[src/rtl/serial_add_seq_pkg.sv]
// rtl/serial_add_seq_pkg.sv - shared constants and state encoding for the digit-serial adder
//
// Purpose: state encoding and digit width shared by serial_add_seq and adder2_cin.
// Contents:
//   DIGIT_W - width of one digit handled by the shared adder slice per cycle
//   state_t - sequencer states IDLE / RUN / DONE
package serial_add_seq_pkg;

  localparam int DIGIT_W = 2;

  typedef enum logic [1:0] {
    IDLE = 2'd0,
    RUN  = 2'd1,
    DONE = 2'd2
  } state_t;

endpackage

[src/rtl/serial_add_seq_adder2_cin.sv]
// rtl/serial_add_seq_adder2_cin.sv - combinational 2-bit ripple adder with carry in
//
// Purpose: the shared arithmetic slice, two gate-level full-adder stages.
// Ports:
//   x, y : 2-bit addends
//   ci   : carry in
//   s    : 2-bit sum
//   co   : carry out of bit 1
module adder2_cin
  import serial_add_seq_pkg::*;
(
  input  logic [DIGIT_W-1:0] x,
  input  logic [DIGIT_W-1:0] y,
  input  logic               ci,
  output logic [DIGIT_W-1:0] s,
  output logic               co
);

  logic p0, p1;
  logic c1;

  // bit 0 full adder
  assign p0   = x[0] ^ y[0];
  assign s[0] = p0 ^ ci;
  assign c1   = (x[0] & y[0]) | (p0 & ci);

  // bit 1 full adder
  assign p1   = x[1] ^ y[1];
  assign s[1] = p1 ^ c1;
  assign co   = (x[1] & y[1]) | (p1 & c1);

endmodule

[src/rtl/serial_add_seq.sv]
// rtl/serial_add_seq.sv - digit-serial adder sequencer around one shared 2-bit slice
//
// Purpose: adds two WIDTH-bit unsigned operands one 2-bit digit per cycle,
// LSB digit first, rippling the carry through a carry register.
// Ports:
//   clk   : system clock, rising edge
//   rst_n : asynchronous active-low reset
//   start : request a new addition (accepted in IDLE or DONE)
//   abort : cancel an addition in progress (RUN only)
//   a, b  : operands, latched when start is accepted
//   cin   : carry into digit 0, latched when start is accepted
//   busy  : high while in RUN
//   done  : one-cycle pulse, sum/cout valid
//   sum   : registered result, held until the next accepted start
//   cout  : registered carry out of the top digit
module serial_add_seq
  import serial_add_seq_pkg::*;
#(
  parameter int WIDTH = 8
) (
  input  logic             clk,
  input  logic             rst_n,
  input  logic             start,
  input  logic             abort,
  input  logic [WIDTH-1:0] a,
  input  logic [WIDTH-1:0] b,
  input  logic             cin,
  output logic             busy,
  output logic             done,
  output logic [WIDTH-1:0] sum,
  output logic             cout
);

  localparam int DIGITS = WIDTH / DIGIT_W;
  localparam int CNT_W  = (DIGITS > 1) ? $clog2(DIGITS) : 1;
  localparam logic [CNT_W-1:0] LAST_CNT = CNT_W'(DIGITS - 1);

  generate
    if ((WIDTH < 2) || ((WIDTH % 2) != 0)) begin : g_bad_width
      $error("serial_add_seq: WIDTH must be even and >= 2");
    end
  endgenerate

  state_t             state;
  logic [WIDTH-1:0]   a_q;
  logic [WIDTH-1:0]   b_q;
  logic [WIDTH-1:0]   sum_q;
  logic               carry_q;
  logic               cout_q;
  logic [CNT_W-1:0]   cnt;

  logic [DIGIT_W-1:0] a_dig;
  logic [DIGIT_W-1:0] b_dig;
  logic [DIGIT_W-1:0] slice_s;
  logic               slice_co;

  // Digit mux: select the operand digit addressed by the counter.
  always_comb begin
    a_dig = '0;
    b_dig = '0;
    for (int i = 0; i < DIGITS; i++) begin
      if (cnt == CNT_W'(i)) begin
        a_dig = a_q[DIGIT_W*i +: DIGIT_W];
        b_dig = b_q[DIGIT_W*i +: DIGIT_W];
      end
    end
  end

  adder2_cin u_slice (
    .x  (a_dig),
    .y  (b_dig),
    .ci (carry_q),
    .s  (slice_s),
    .co (slice_co)
  );

  always_ff @(posedge clk or negedge rst_n) begin
    if (!rst_n) begin
      state   <= IDLE;
      a_q     <= '0;
      b_q     <= '0;
      sum_q   <= '0;
      carry_q <= 1'b0;
      cout_q  <= 1'b0;
      cnt     <= '0;
    end else begin
      case (state)
        IDLE, DONE: begin
          if (start) begin
            // start beats a simultaneous abort: abort only acts in RUN
            state   <= RUN;
            a_q     <= a;
            b_q     <= b;
            carry_q <= cin;
            cnt     <= '0;
            sum_q   <= '0;
            cout_q  <= 1'b0;
          end else begin
            state <= IDLE;
          end
        end
        RUN: begin
          if (abort) begin
            // Abort wins over the last digit; the current digit is not written.
            state  <= IDLE;
            cout_q <= 1'b0;
          end else begin
            for (int i = 0; i < DIGITS; i++) begin
              if (cnt == CNT_W'(i)) begin
                sum_q[DIGIT_W*i +: DIGIT_W] <= slice_s;
              end
            end
            carry_q <= slice_co;
            if (cnt == LAST_CNT) begin
              state  <= DONE;
              cout_q <= slice_co;
            end else begin
              cnt <= cnt + 1'b1;
            end
          end
        end
        default: state <= IDLE;
      endcase
    end
  end

  // Moore outputs decoded straight from the state register.
  assign busy = (state == RUN);
  assign done = (state == DONE);
  assign sum  = sum_q;
  assign cout = cout_q;

endmodule

[config.mk]
export PLATFORM = sky130hd
export DESIGN_NAME = serial_add_seq
export DESIGN_NICKNAME = d
export VERILOG_FILES = /design/src/rtl/serial_add_seq_pkg.sv /design/src/rtl/serial_add_seq_adder2_cin.sv /design/src/rtl/serial_add_seq.sv
export SDC_FILE = /design/constraint.sdc
export NUM_CORES = 1
export LEC_CHECK = 0
export ABC_AREA = 1
export BUFFER_PORTS_ARGS = -buffer_cell sky130_fd_sc_hd__buf_2
export CAP_MARGIN = 20
export CORE_UTILIZATION = 40
export CTS_BUF_LIST = sky130_fd_sc_hd__clkbuf_4 sky130_fd_sc_hd__clkbuf_8 sky130_fd_sc_hd__clkbuf_16
export CTS_CLUSTER_DIAMETER = 40
export DETAILED_ROUTE_END_ITERATION = 16
export PLACE_DENSITY = 0.73
export SLEW_MARGIN = 0
export SYNTH_ARGS = -nofsm -noshare
export SYNTH_HDL_FRONTEND = slang
export SYNTH_SLANG_ARGS = --single-unit
[constraint.sdc]
create_clock -name clk -period 3.7 [get_ports clk]
set_clock_uncertainty 0.1 [all_clocks]
set_input_delay 0.37 -clock clk [delete_from_list [all_inputs] [get_ports clk]]
set_output_delay 0.37 -clock clk [all_outputs]
set_load 0.05 [all_outputs]
# Word level (Yosys, flattened, before mapping)
# Index checks and enable logic that the tools add are counted.
# totals
input_bits	21
output_inout_bits	11
register_bits	30
wordCells	76
# classes
n_addsub	1
bitwise	10
eq_ne	13
reduce_logical	12
mux	30
# ops
cell	count
two-way mux 2 bit	17
AND reduction 4 bit	5
two-way mux 8 bit	2
one-hot mux 8 bit (2 select lines)	1
inequality test 2 x 1 -> 1 bit, second input constant	4
one-hot mux 2 bit (2 select lines)	2
== test 2 bit, second input constant	3
two-way mux 1 bit	6
inequality test 2 bit, second input constant	3
AND reduction 3 bit	2
bitwise AND 1 bit	4
== test 2 x 1 -> 1 bit, second input constant	2
zero test 2 bit	2
one-hot mux 1 bit (2 select lines)	2
XOR 1 bit	4
inequality test 3 x 2 -> 1 bit, second input constant	1
adder 2 x 1 -> 2 bit, second input constant	1
bitwise OR 1 bit	2
AND reduction 2 bit	1
nonzero test 2 bit	1
OR reduction 2 bit	1

# Logic depth before layout (Yosys ltp)
# Gate-level depths: netlist of run 1.
# logic_depth
ltp_word	13
depth_mapped	14
depth_no_buf	14

# Cells and area by module
# From an unflattened synthesis of run 1, not the netlist that was laid out.
# hier_totals
cells_unflattened	202
area_unflattened_um2	1547.7
# by_module_without_submodules
mod	instances	cells_each	area_per_inst_um2	seq_area_each_um2
serial_add_seq	1	192	1477.7	750.7
adder2_cin	1	10	70.1	0.0

# Worst setup path after synthesis of run 1
# OpenSTA, ideal clock, no wires.
# synth_path
kind	flip-flop to flip-flop
from	register cnt[1]
to	register sum_q[7], in the netlist sum[7]
arrival_time_ps	2130
n_path_buf	0
setup_ps	119
setup_slack_ps	1351
path_stages_with_launch	15
required_time_ps	3481
synth_period_minus_slack_ps	2349
path_cell_list	dfrtp_1 -> inv_1 -> ha_1 -> inv_1 -> nand2_1 -> nand3_1 -> nand2_1 -> o21ai_0 -> fa_1 -> inv_1 -> fa_1 -> inv_1 -> nor2_1 -> nand3_1 -> nand2_1
# synth_via
elab_chain_len	12
elab_cells_between_ends	23
classes_between	4 x eq/ne; 11 x mux; 6 x bitwise; 2 x reduce/logical
# synth_rtl
item	line_no	text
start: declaration	serial_add_seq.sv:50	logic [CNT_W-1:0] cnt;
start signal: assignment	serial_add_seq.sv:118	cnt <= cnt + 1'b1;
zero test 2 bit	serial_add_seq.sv:62	if (cnt == CNT_W'(i)) begin
two-way mux 2 bit (4 in a row)	serial_add_seq.sv:62	
XOR 1 bit	serial_add_seq_adder2_cin.sv:23	assign p0 = x[0] ^ y[0];
bitwise AND 1 bit	serial_add_seq_adder2_cin.sv:25	assign c1 = (x[0] & y[0]) | (p0 & ci);
bitwise OR 1 bit	serial_add_seq_adder2_cin.sv:25	
XOR 1 bit	serial_add_seq_adder2_cin.sv:29	assign s[1] = p1 ^ c1;
two-way mux 2 bit	serial_add_seq.sv:109	if (cnt == CNT_W'(i)) begin
two-way mux 8 bit	serial_add_seq.sv:103	if (abort) begin
one-hot mux 8 bit (2 select lines)	serial_add_seq.sv:87	case (state)
end signal: indexed assignment	serial_add_seq.sv:110	sum_q[DIGIT_W*i +: DIGIT_W] <= slice_s;
end: declaration	serial_add_seq.sv:47	logic [WIDTH-1:0] sum_q;
# Parallel ways exist; a longest one is shown, timed or not. The select of a mux whose other input is x is not followed.
# A chain may end at the register's enable or synchronous reset.

# Worst setup path in the final report of run 1
# layout_path
from	register cnt[1]
to	register sum_q[1], in the netlist sum[1]
# layout_via
elab_chain_len	12
elab_cells_between_ends	23
classes_between	4 x eq/ne; 11 x mux; 6 x bitwise; 2 x reduce/logical
# layout_rtl
item	line_no
zero test 2 bit	serial_add_seq.sv:62, serial_add_seq.sv:109
two-way mux 2 bit (4 in a row)	serial_add_seq.sv:62
XOR 1 bit	serial_add_seq_adder2_cin.sv:23
bitwise AND 1 bit	serial_add_seq_adder2_cin.sv:25
bitwise OR 1 bit	serial_add_seq_adder2_cin.sv:25
XOR 1 bit	serial_add_seq_adder2_cin.sv:29
two-way mux 2 bit	serial_add_seq.sv:109
two-way mux 8 bit	serial_add_seq.sv:103
one-hot mux 8 bit (2 select lines)	serial_add_seq.sv:87
# Parallel ways exist; a longest one is shown, timed or not. The select of a mux whose other input is x is not followed.

==> reports/results.ini, run 1 <==
[status]
status=finished clean

[routing]
via_count=1326
wl_per_cell_um=11.0
drt_iter0_drc=46
first_pass_iters=4
detail-route-antenna-nets=0
vias_per_cell=4.80
drt_wl_total_um=3040
drc=0

[floorplan]
io_pins=32
die_area_um2=4080
fp.dieH_um=63.9
die_x_um=63.9
start_util=0.418
fp.coreArea_um2=3660
rows=22

[cts]
holdBufCountCts=0
cts_tree=yes
cts_setup_buffers=0
clock_latency_ns=0.28
root_buffer=clkbuf_8
post_cts_resized=0
cts_buffers=5
clockBufferDepth=2
h-tree-depth=2
cts.clk_slew.worst_paths_ns=0.06
cts.sinks=30

[global_routing]
grt_use_total=0.178
antenna_found_initial=0
grt_max_degree=31
grt_pass1_wl_um=5570
grt-ovfl-total=0
grt_pass1_vias=1265

[timing]
worst_slew_pin_slew_ns=0.634
hold_viol_final=0
setup_viol=0
maxSlewHeadroom=0.578
fin_ws_ns=1.13
max_freq_mhz=389
rsz0062_at_grt=false
min_period_ns=2.57
post-route-period-util=0.695
drv_slew=0
setup-tns-final_ns=0

[worst_setup_path]
cp_top_family=adder cells
crit_path_max_incr_delay_ns=0.41
cp_common_cell=inv_1
path_cells=inv_1, ha_1, inv_1, nand2_1, nand3_1, nand2_1, o21ai_0, fa_1, inv_1, fa_1, inv_1, nor2_1, nand3_1, nand2_1
required_ns=3.76
timing.rr.end=sum[1]$_DFFE_PN0P_
crit_fanout=6
end_kind=flop
r2r-start=cnt[1]$_DFFE_PN0P_
ff2ff_path_depth=14
worstSetupPathType=flop to flop
regToRegSetupSlack_ns=1.13
cpMaxStageDelayCell=dfrtp_1
crit_path_start_kind=flop
worstPathArrival_ns=2.64
critPathBufInv=4

[synthesis]
synth_nets=222
ys_warn_count=0
ys_types=19
synth_seq_cells=30
synthCells=195
syn_area_per_cell_um2=7.85
synth_area_um2=1530
synth-seq-area-share=0.490

[placed_design]
hpwl_um=2280
post-place-ws_ns=1.15
gp_congestion=0.867
io_buffer_count=31

[layout]
syn_to_final_growth_pct=18.0
final_common_cell=nand2_1
finish.utilization=0.494
drive_gt1_frac=0.206
layout_common_cells=nand2_1, buf_2, dfrtp_1
diodes=0
nets=256

[power]
max-vdd-ir-drop_v=0.000283
leakage_nw=1.03
power_density_nw_per_um2=764

[hold_path]
min_path_type=input pin to async pin

[job]
max_cap_violations=0

[final cells by class]
class	count	area (um2)
Clock buffer	6	82.6
Fill cell	377	1850
Inverter	17	63.8
Multi-Input combinational cell	144	694
Sequential cell	30	751
Tap cell	48	60.1
Timing Repair Buffer	31	155
[worst reg2reg max path, cell delays in order (launching register included)]
cell	delay (ns)
dfrtp_1	0.41
inv_1	0.09
ha_1	0.26
inv_1	0.13
nand2_1	0.08
nand3_1	0.08
nand2_1	0.07
o21ai_0	0.10
fa_1	0.37
inv_1	0.07
fa_1	0.40
inv_1	0.06
nor2_1	0.08
nand3_1	0.09
nand2_1	0.05
[cell families after synthesis]
family / after synthesis / synth area share
flip-flops: 30 / 0.490
buffers and inverters: 21 / 0.0564
adder cells (fa/ha/maj): 6 / 0.0588
AO/OA/AOI/OAI: 14 / 0.0457
AND/OR/NAND/NOR: 124 / 0.349
[metal layers]
metal	global-route usage	vias up	share of wire
li1	-	686	-
met1	0.221	605	0.48
met2	0.290	31	0.46
met3	0.0589	4	0.049
met4	0.0597	0	0.0099
met5	0	-	0
[Yosys cell counts (all sizes together)]
| master | count | area, um2 |
|---|---|---|
| nand2 | 88 | 345 |
| nand4 | 4 | 25.0 |
| nand3 | 24 | 125 |
| dfrtp | 30 | 751 |
| inv | 16 | 60.1 |
| nor2 | 7 | 33.8 |
| a21oi | 5 | 25.0 |
| o21ai | 9 | 45.0 |
| nor3 | 1 | 5.00 |
| ha | 4 | 50.1 |
| buf | 4 | 22.5 |
| clkinv | 1 | 3.75 |
| fa | 2 | 40.0 |
[how the worst max path moves through the flow]
stage                             startpoint                  to  slack [ns]  cells after the start
after floorplan           cnt[1]$_DFFE_PN0P_  sum[7]$_DFFE_PN0P_        1.35                     14
after global placement    cnt[1]$_DFFE_PN0P_  sum[7]$_DFFE_PN0P_        1.17                     14
after detailed placement  cnt[1]$_DFFE_PN0P_  sum[1]$_DFFE_PN0P_        1.15                     14
after CTS                 cnt[1]$_DFFE_PN0P_  sum[1]$_DFFE_PN0P_        1.13                     14
after global routing      cnt[1]$_DFFE_PN0P_  sum[1]$_DFFE_PN0P_        0.88                     14
final                     cnt[1]$_DFFE_PN0P_  sum[1]$_DFFE_PN0P_        1.13                     14
[metrics by stage]
stage | total power, mW | hold WS, ns | cells | area [um2]
6_report | 1.38 | 0.0142 | 276 | 1810
5_1_grt | 1.53 | 0.0704 | 276 | 1810
4_1_cts | 1.39 | 0.0464 | 276 | 1810
3_5_place_dp | 1.14 | 0.339 | 270 | 1720
3_3_place_gp | 1.13 | 0.340 | 270 | 1720
2_1_floorplan | 1.00 | -0.0256 | 195 | 1530
[where the power goes]
| part | switching, mW | total, mW | internal (mW) |
|---|---|---|---|
| Clock | 0.108 | 0.251 | 0.143 |
| Sequential | 0.0661 | 0.495 | 0.429 |
| Combinational | 0.436 | 0.635 | 0.200 |
| Total | 0.609 | 1.38 | 0.772 |
[sequential cells by signal (all words and copies together) (netlist names)]
signal and flops:
a_q 8, b_q 8, sum 8, cnt 2, state 2, carry_q 1
cout 1
Note: power is estimated with default switching activity, not from simulation.
==> run 2: changes to the inputs <==
- ABC_AREA: 1 -> 0
- PLACE_DENSITY: 0.73 -> 0.74
- clock period: 3.7 -> 2.4 ns (I/O delays scaled with it)
==> reports/results.ini, run 2 <==
[synthesis]
synth_largest_area_cell=dfrtp_1
yosysTopAreaCellShare=0.504
synth.most_common_cell=nand2_1
synth_common_cells=nand2_1, dfrtp_1, a21oi_1, o21ai_0, inv_1
synth-seq-area-share=0.504
synth_area_um2=1490
synth_nets=186
synthTopCellsByArea=dfrtp_1, nand2_1, a21oi_1
synth_edf_count=0
syn_area_per_cell_um2=9.37
synth_flop_cell=dfrtp_1
ys_warn_count=0
async_flop_share=1.00
synthCells=159
synth_seq_cells=30
ys_types=26

[floorplan]
die_x_um=63.0
rows=21
die_area_um2=3970
start_util=0.433
io_pins=32
fp.dieH_um=63.0
fp.coreArea_um2=3440

[layout]
instances_no_fill=252
diodes=0
drive_gt1_frac=0.408
nets=232
layout_common_cells=nand2_1, buf_2, dfrtp_1
final_common_cell=nand2_1
syn_to_final_growth_pct=33.3

[worst_setup_path]
required_ns=2.46
crit_fanout=4
crit_path_start_kind=flop
path_cells=inv_2, ha_4, nand2_2, o21ai_2, a22oi_2, fa_2, inv_2, fa_2, nand2_1, a21oi_1, a221o_1
end_kind=flop
crit_path_max_incr_delay_ns=0.46
worstPathArrival_ns=2.58
critPathBufInv=2
cp_top_family=adder cells
worstSetupPathType=flop to flop
cpMaxStageDelayCell=fa_2

[cts]
cts.sinks=30
cts_buffers=5
cts.clk_slew.worst_paths_ns=0.06
clock_latency_ns=0.28
clockBufferDepth=2
root_buffer=clkbuf_8
h-tree-depth=2
cts_tree=yes

[timing]
setup_viol=4
maxSlewHeadroom=0.562
drv_slew=0
fin_ws_ns=-0.121
max_freq_mhz=397
post-route-period-util=1.05
min_period_ns=2.52
setup-tns-final_ns=-0.288
rsz0062_at_grt=true
worst_slew_pin_slew_ns=0.657
hold_viol_final=0

[routing]
drt_wl_total_um=3310
drc=0
routed-wl-met3_um=141
wl_met2_um=1630
wl_per_cell_um=13.1
via_count=1256
drt_iter0_drc=51
top_layer=met4
first_pass_iters=4
detail-route-antenna-nets=0
wl_met1_um=1470
vias_per_cell=4.98

[global_routing]
grt_max_degree=31
grt_use_total=0.182
antenna_found_initial=0
grt_pass1_vias=1195
grt-ovfl-total=0
grt_pass1_wl_um=5440

[placed_design]
gp_congestion=0.762
dp_cells=238
io_buffer_count=31
hpwl_um=2300

[hold_path]
min_path_type=input pin to flop

[power]
max-vdd-ir-drop_v=0.000481
leakage_nw=1.02
power_density_nw_per_um2=1310

[status]
status=finished with violations
violations=setup timing

[job]
max_cap_violations=0

## run 2: worst min-delay path, delay by kind of cell
kind	cells	cell delay [ns]
buffers and inverters	1	0.07
AND/OR/NAND/NOR	2	0.08
## run 2: per-layer routing
metal / track usage / up-vias
met5: 0 / -
met3: 0.0383 / 9
met4: 0.116 / 0
li1: - / 622
met2: 0.290 / 26
met1: 0.222 / 599
## run 2: metrics by stage
| step | hold slack (ns) | instance area (um2) | utilization | total power [mW] | setup WS, ns |
|---|---|---|---|---|---|
| after floorplan | -0.156 | 1550 | - | 1.66 | -0.104 |
| after global placement | 0.212 | 1780 | 0.517 | 1.96 | -0.139 |
| after detailed placement | 0.209 | 1780 | 0.517 | 2.00 | -0.209 |
| after CTS | 0.0405 | 1980 | 0.575 | 2.59 | -0.0947 |
| after global routing | 0.0460 | 1990 | 0.577 | 2.79 | -0.194 |
| final | 0.0427 | 1990 | 0.577 | 2.60 | -0.121 |
## run 2: final timing paths
check / from / endpoint / slack (ns) / depth (start not counted)
hold / removal: b[6] / b_q[6]$_DFFE_PN0P_ / 0.04 / 3
max in group asynchronous: rst_n / cnt[1]$_DFFE_PN0P_ / 1.32 / 2
setup / recovery: cnt[0]$_DFFE_PN0P_ / sum[7]$_DFFE_PN0P_ / -0.12 / 11
hold reg to reg: b_q[1]$_DFFE_PN0P_ / b_q[1]$_DFFE_PN0P_ / 0.39 / 2
min in group asynchronous: rst_n / sum[1]$_DFFE_PN0P_ / 0.42 / 2
setup reg to reg: cnt[0]$_DFFE_PN0P_ / sum[7]$_DFFE_PN0P_ / -0.12 / 11
## run 2: kinds of logic after synthesis
kind of cell,after synthesis,share of synthesized area
buffers and inverters,16,0.0428
flip-flops,30,0.504
AND/OR/NAND/NOR,70,0.229
AO/OA/AOI/OAI,33,0.137
multiplexers,4,0.0269
adder cells (fa/ha/maj),6,0.0605
## run 2: where the power goes
| group | switching [mW] | leakage (nW) | internal [mW] |
|---|---|---|---|
| logic | 0.776 | 0.582 | 0.618 |
| registers | 0.110 | 0.382 | 0.667 |
| clock network | 0.182 | 0.0517 | 0.242 |
| total | 1.07 | 1.02 | 1.53 |
## run 2: area by class of cell
| class | instances | area (um2) |
|---|---|---|
| Fill cell | 307 | 1460 |
| Multi-Input combinational cell | 113 | 764 |
| Sequential cell | 30 | 752 |
| Timing Repair Buffer | 47 | 285 |
| Clock buffer | 7 | 90.1 |
| Tap cell | 46 | 57.6 |
| Inverter | 8 | 32.5 |
| Clock inverter | 1 | 5.00 |
## run 2: repair_timing
| item | in CTS | in global routing |
|---|---|---|
| cloned | 0 | 0 |
| hold buffers | 1 | 0 |
| gates resized for setup | 14 | 0 |
| setup buffers | 4 | 1 |
| pin swaps | 11 | 2 |
| endpoints found under the setup margin | 4 | 4 |
| hold endpoints to repair | 30 | 0 |
==> run 3: changes to the inputs <==
- BUFFER_PORTS_ARGS: -buffer_cell sky130_fd_sc_hd__buf_2 -> not set
- DONT_BUFFER_PORTS: not set -> 1
- PLACE_DENSITY: 0.74 -> 0.66
==> reports/results.ini, run 3 (synthesis gave the netlist of run 2 again) <==
[status]
status=finished with violations
violations=hold timing, setup timing

[floorplan]
fp.coreArea_um2=3440
die_area_um2=3970
rows=21
io_pins=32
fp.dieH_um=63.0
die_x_um=63.0
start_util=0.433

[routing]
first_pass_iters=4
drt_wl_total_um=3280
detail-route-antenna-nets=0
vias_per_cell=4.94
via_count=1176
drt_iter0_drc=36
drc=0
wl_per_cell_um=13.8

[hold_path]
min_path_type=input pin to flop

[layout]
drive_gt1_frac=0.297
diodes=0
instances_no_fill=238
final_area_um2=2000
layout_common_cells=nand2_1, dfrtp_1, buf_4
nets=219
final_common_cell=nand2_1
syn_to_final_growth_pct=34.4

[cts]
cts_tree=yes
cts.sinks=30
cts_buffers=5
cts.clk_slew.worst_paths_ns=0.06
clockBufferDepth=2
root_buffer=clkbuf_8
clock_latency_ns=0.28
h-tree-depth=2

[placed_design]
placed_area_um2=1640
post-place-ws_ns=-0.217
dp_cells=209
gp_congestion=0.876
hpwl_um=2290
io_buffer_count=0

[timing]
rsz0062_at_grt=true
drv_slew=0
maxSlewHeadroom=0.660
setup_viol=4
hold_viol_final=1
max_freq_mhz=395
min_period_ns=2.53
worst_slew_pin_slew_ns=0.510
holdWs_ns=-0.000639
post-route-period-util=1.05
fin_ws_ns=-0.129

[global_routing]
antenna_found_initial=0
grt-ovfl-total=0
grt_use_met3=0.0438
use_met2=0.305
grt_max_degree=31
grt_pass1_vias=1207
grt_pass1_wl_um=5580
grt_use_total=0.187
grtUsageMet1=0.229
grt-busiest-layer=met2

[worst_setup_path]
crit_path_start_kind=flop
cpMaxStageDelayCell=fa_2
critPathBufInv=2
worstSetupPathType=flop to flop
cp_common_cell=fa_2
regToRegSetupSlack_ns=-0.13
path_cells=buf_4, ha_4, a21oi_2, a22oi_2, fa_2, inv_2, fa_2, nand2_1, a21oi_1, a221o_1
cp_top_family=adder cells
worstPathArrival_ns=2.59
end_kind=flop
crit_fanout=6
crit_path_max_incr_delay_ns=0.46
required_ns=2.46

[power]
power_density_nw_per_um2=1280
max-vdd-ir-drop_v=0.000498
leakage_nw=0.956

[job]
max_cap_violations=0

## run 3: cell count changes in the layout (fill, tap and decap cells not counted), sizes merged
cell	before	now
buf	46	18
dlygate4sd3	1	16
clkinv	1	0
## run 3: cell type report
class | count | area [um2]
well taps | 46 | 57.6
fillers | 298 | 1440
repair buffers | 34 | 308
inverters | 8 | 32.5
flip-flops and latches | 30 | 752
clock buffers | 7 | 83.8
multi-input cells | 113 | 769
## run 3: power by group
| group | switching [mW] | internal (mW) |
|---|---|---|
| Clock | 0.174 | 0.222 |
| Sequential | 0.275 | 0.664 |
| Combinational | 0.609 | 0.614 |
| Total | 1.06 | 1.50 |
## run 3: stage by stage
stage | TNS [ns] | util | power, mW | hold slack, ns
after floorplan | -0.386 | - | 1.66 | -0.156
after global placement | -0.414 | 0.477 | 1.92 | -0.155
after detailed placement | -0.725 | 0.477 | 1.95 | -0.155
after CTS | -0.414 | 0.572 | 2.48 | 0.00339
after global routing | -0.801 | 0.582 | 2.75 | 0.00880
final | -0.340 | 0.582 | 2.56 | -0.000639
## run 3: worst paths after layout
check | from | end | cells after the start
min in group asynchronous | rst_n | sum[6]$_DFFE_PN0P_ | 2
setup reg to reg | cnt[0]$_DFFE_PN0P_ | sum[7]$_DFFE_PN0P_ | 10
setup / recovery | cnt[0]$_DFFE_PN0P_ | sum[7]$_DFFE_PN0P_ | 10
hold reg to reg | a_q[1]$_DFFE_PN0P_ | a_q[1]$_DFFE_PN0P_ | 2
max in group asynchronous | rst_n | cnt[0]$_DFFE_PN0P_ | 2
hold / removal | b[4] | b_q[4]$_DFFE_PN0P_ | 2
## run 3: per-layer routing
metal,wire length [um],up-vias
met4,42,0
li1,-,590
met5,0,-
met1,1480,556
met3,123,5
met2,1640,25
## run 3: what timing repair did
item | in CTS | in global routing
endpoints found under the setup margin | 4 | 5
buffers inserted | 3 | 2
gates cloned | 0 | 0
pin swaps | 7 | 2
hold buffers | 17 | 0
gates resized for setup | 7 | 6
hold endpoints to repair | 45 | 0
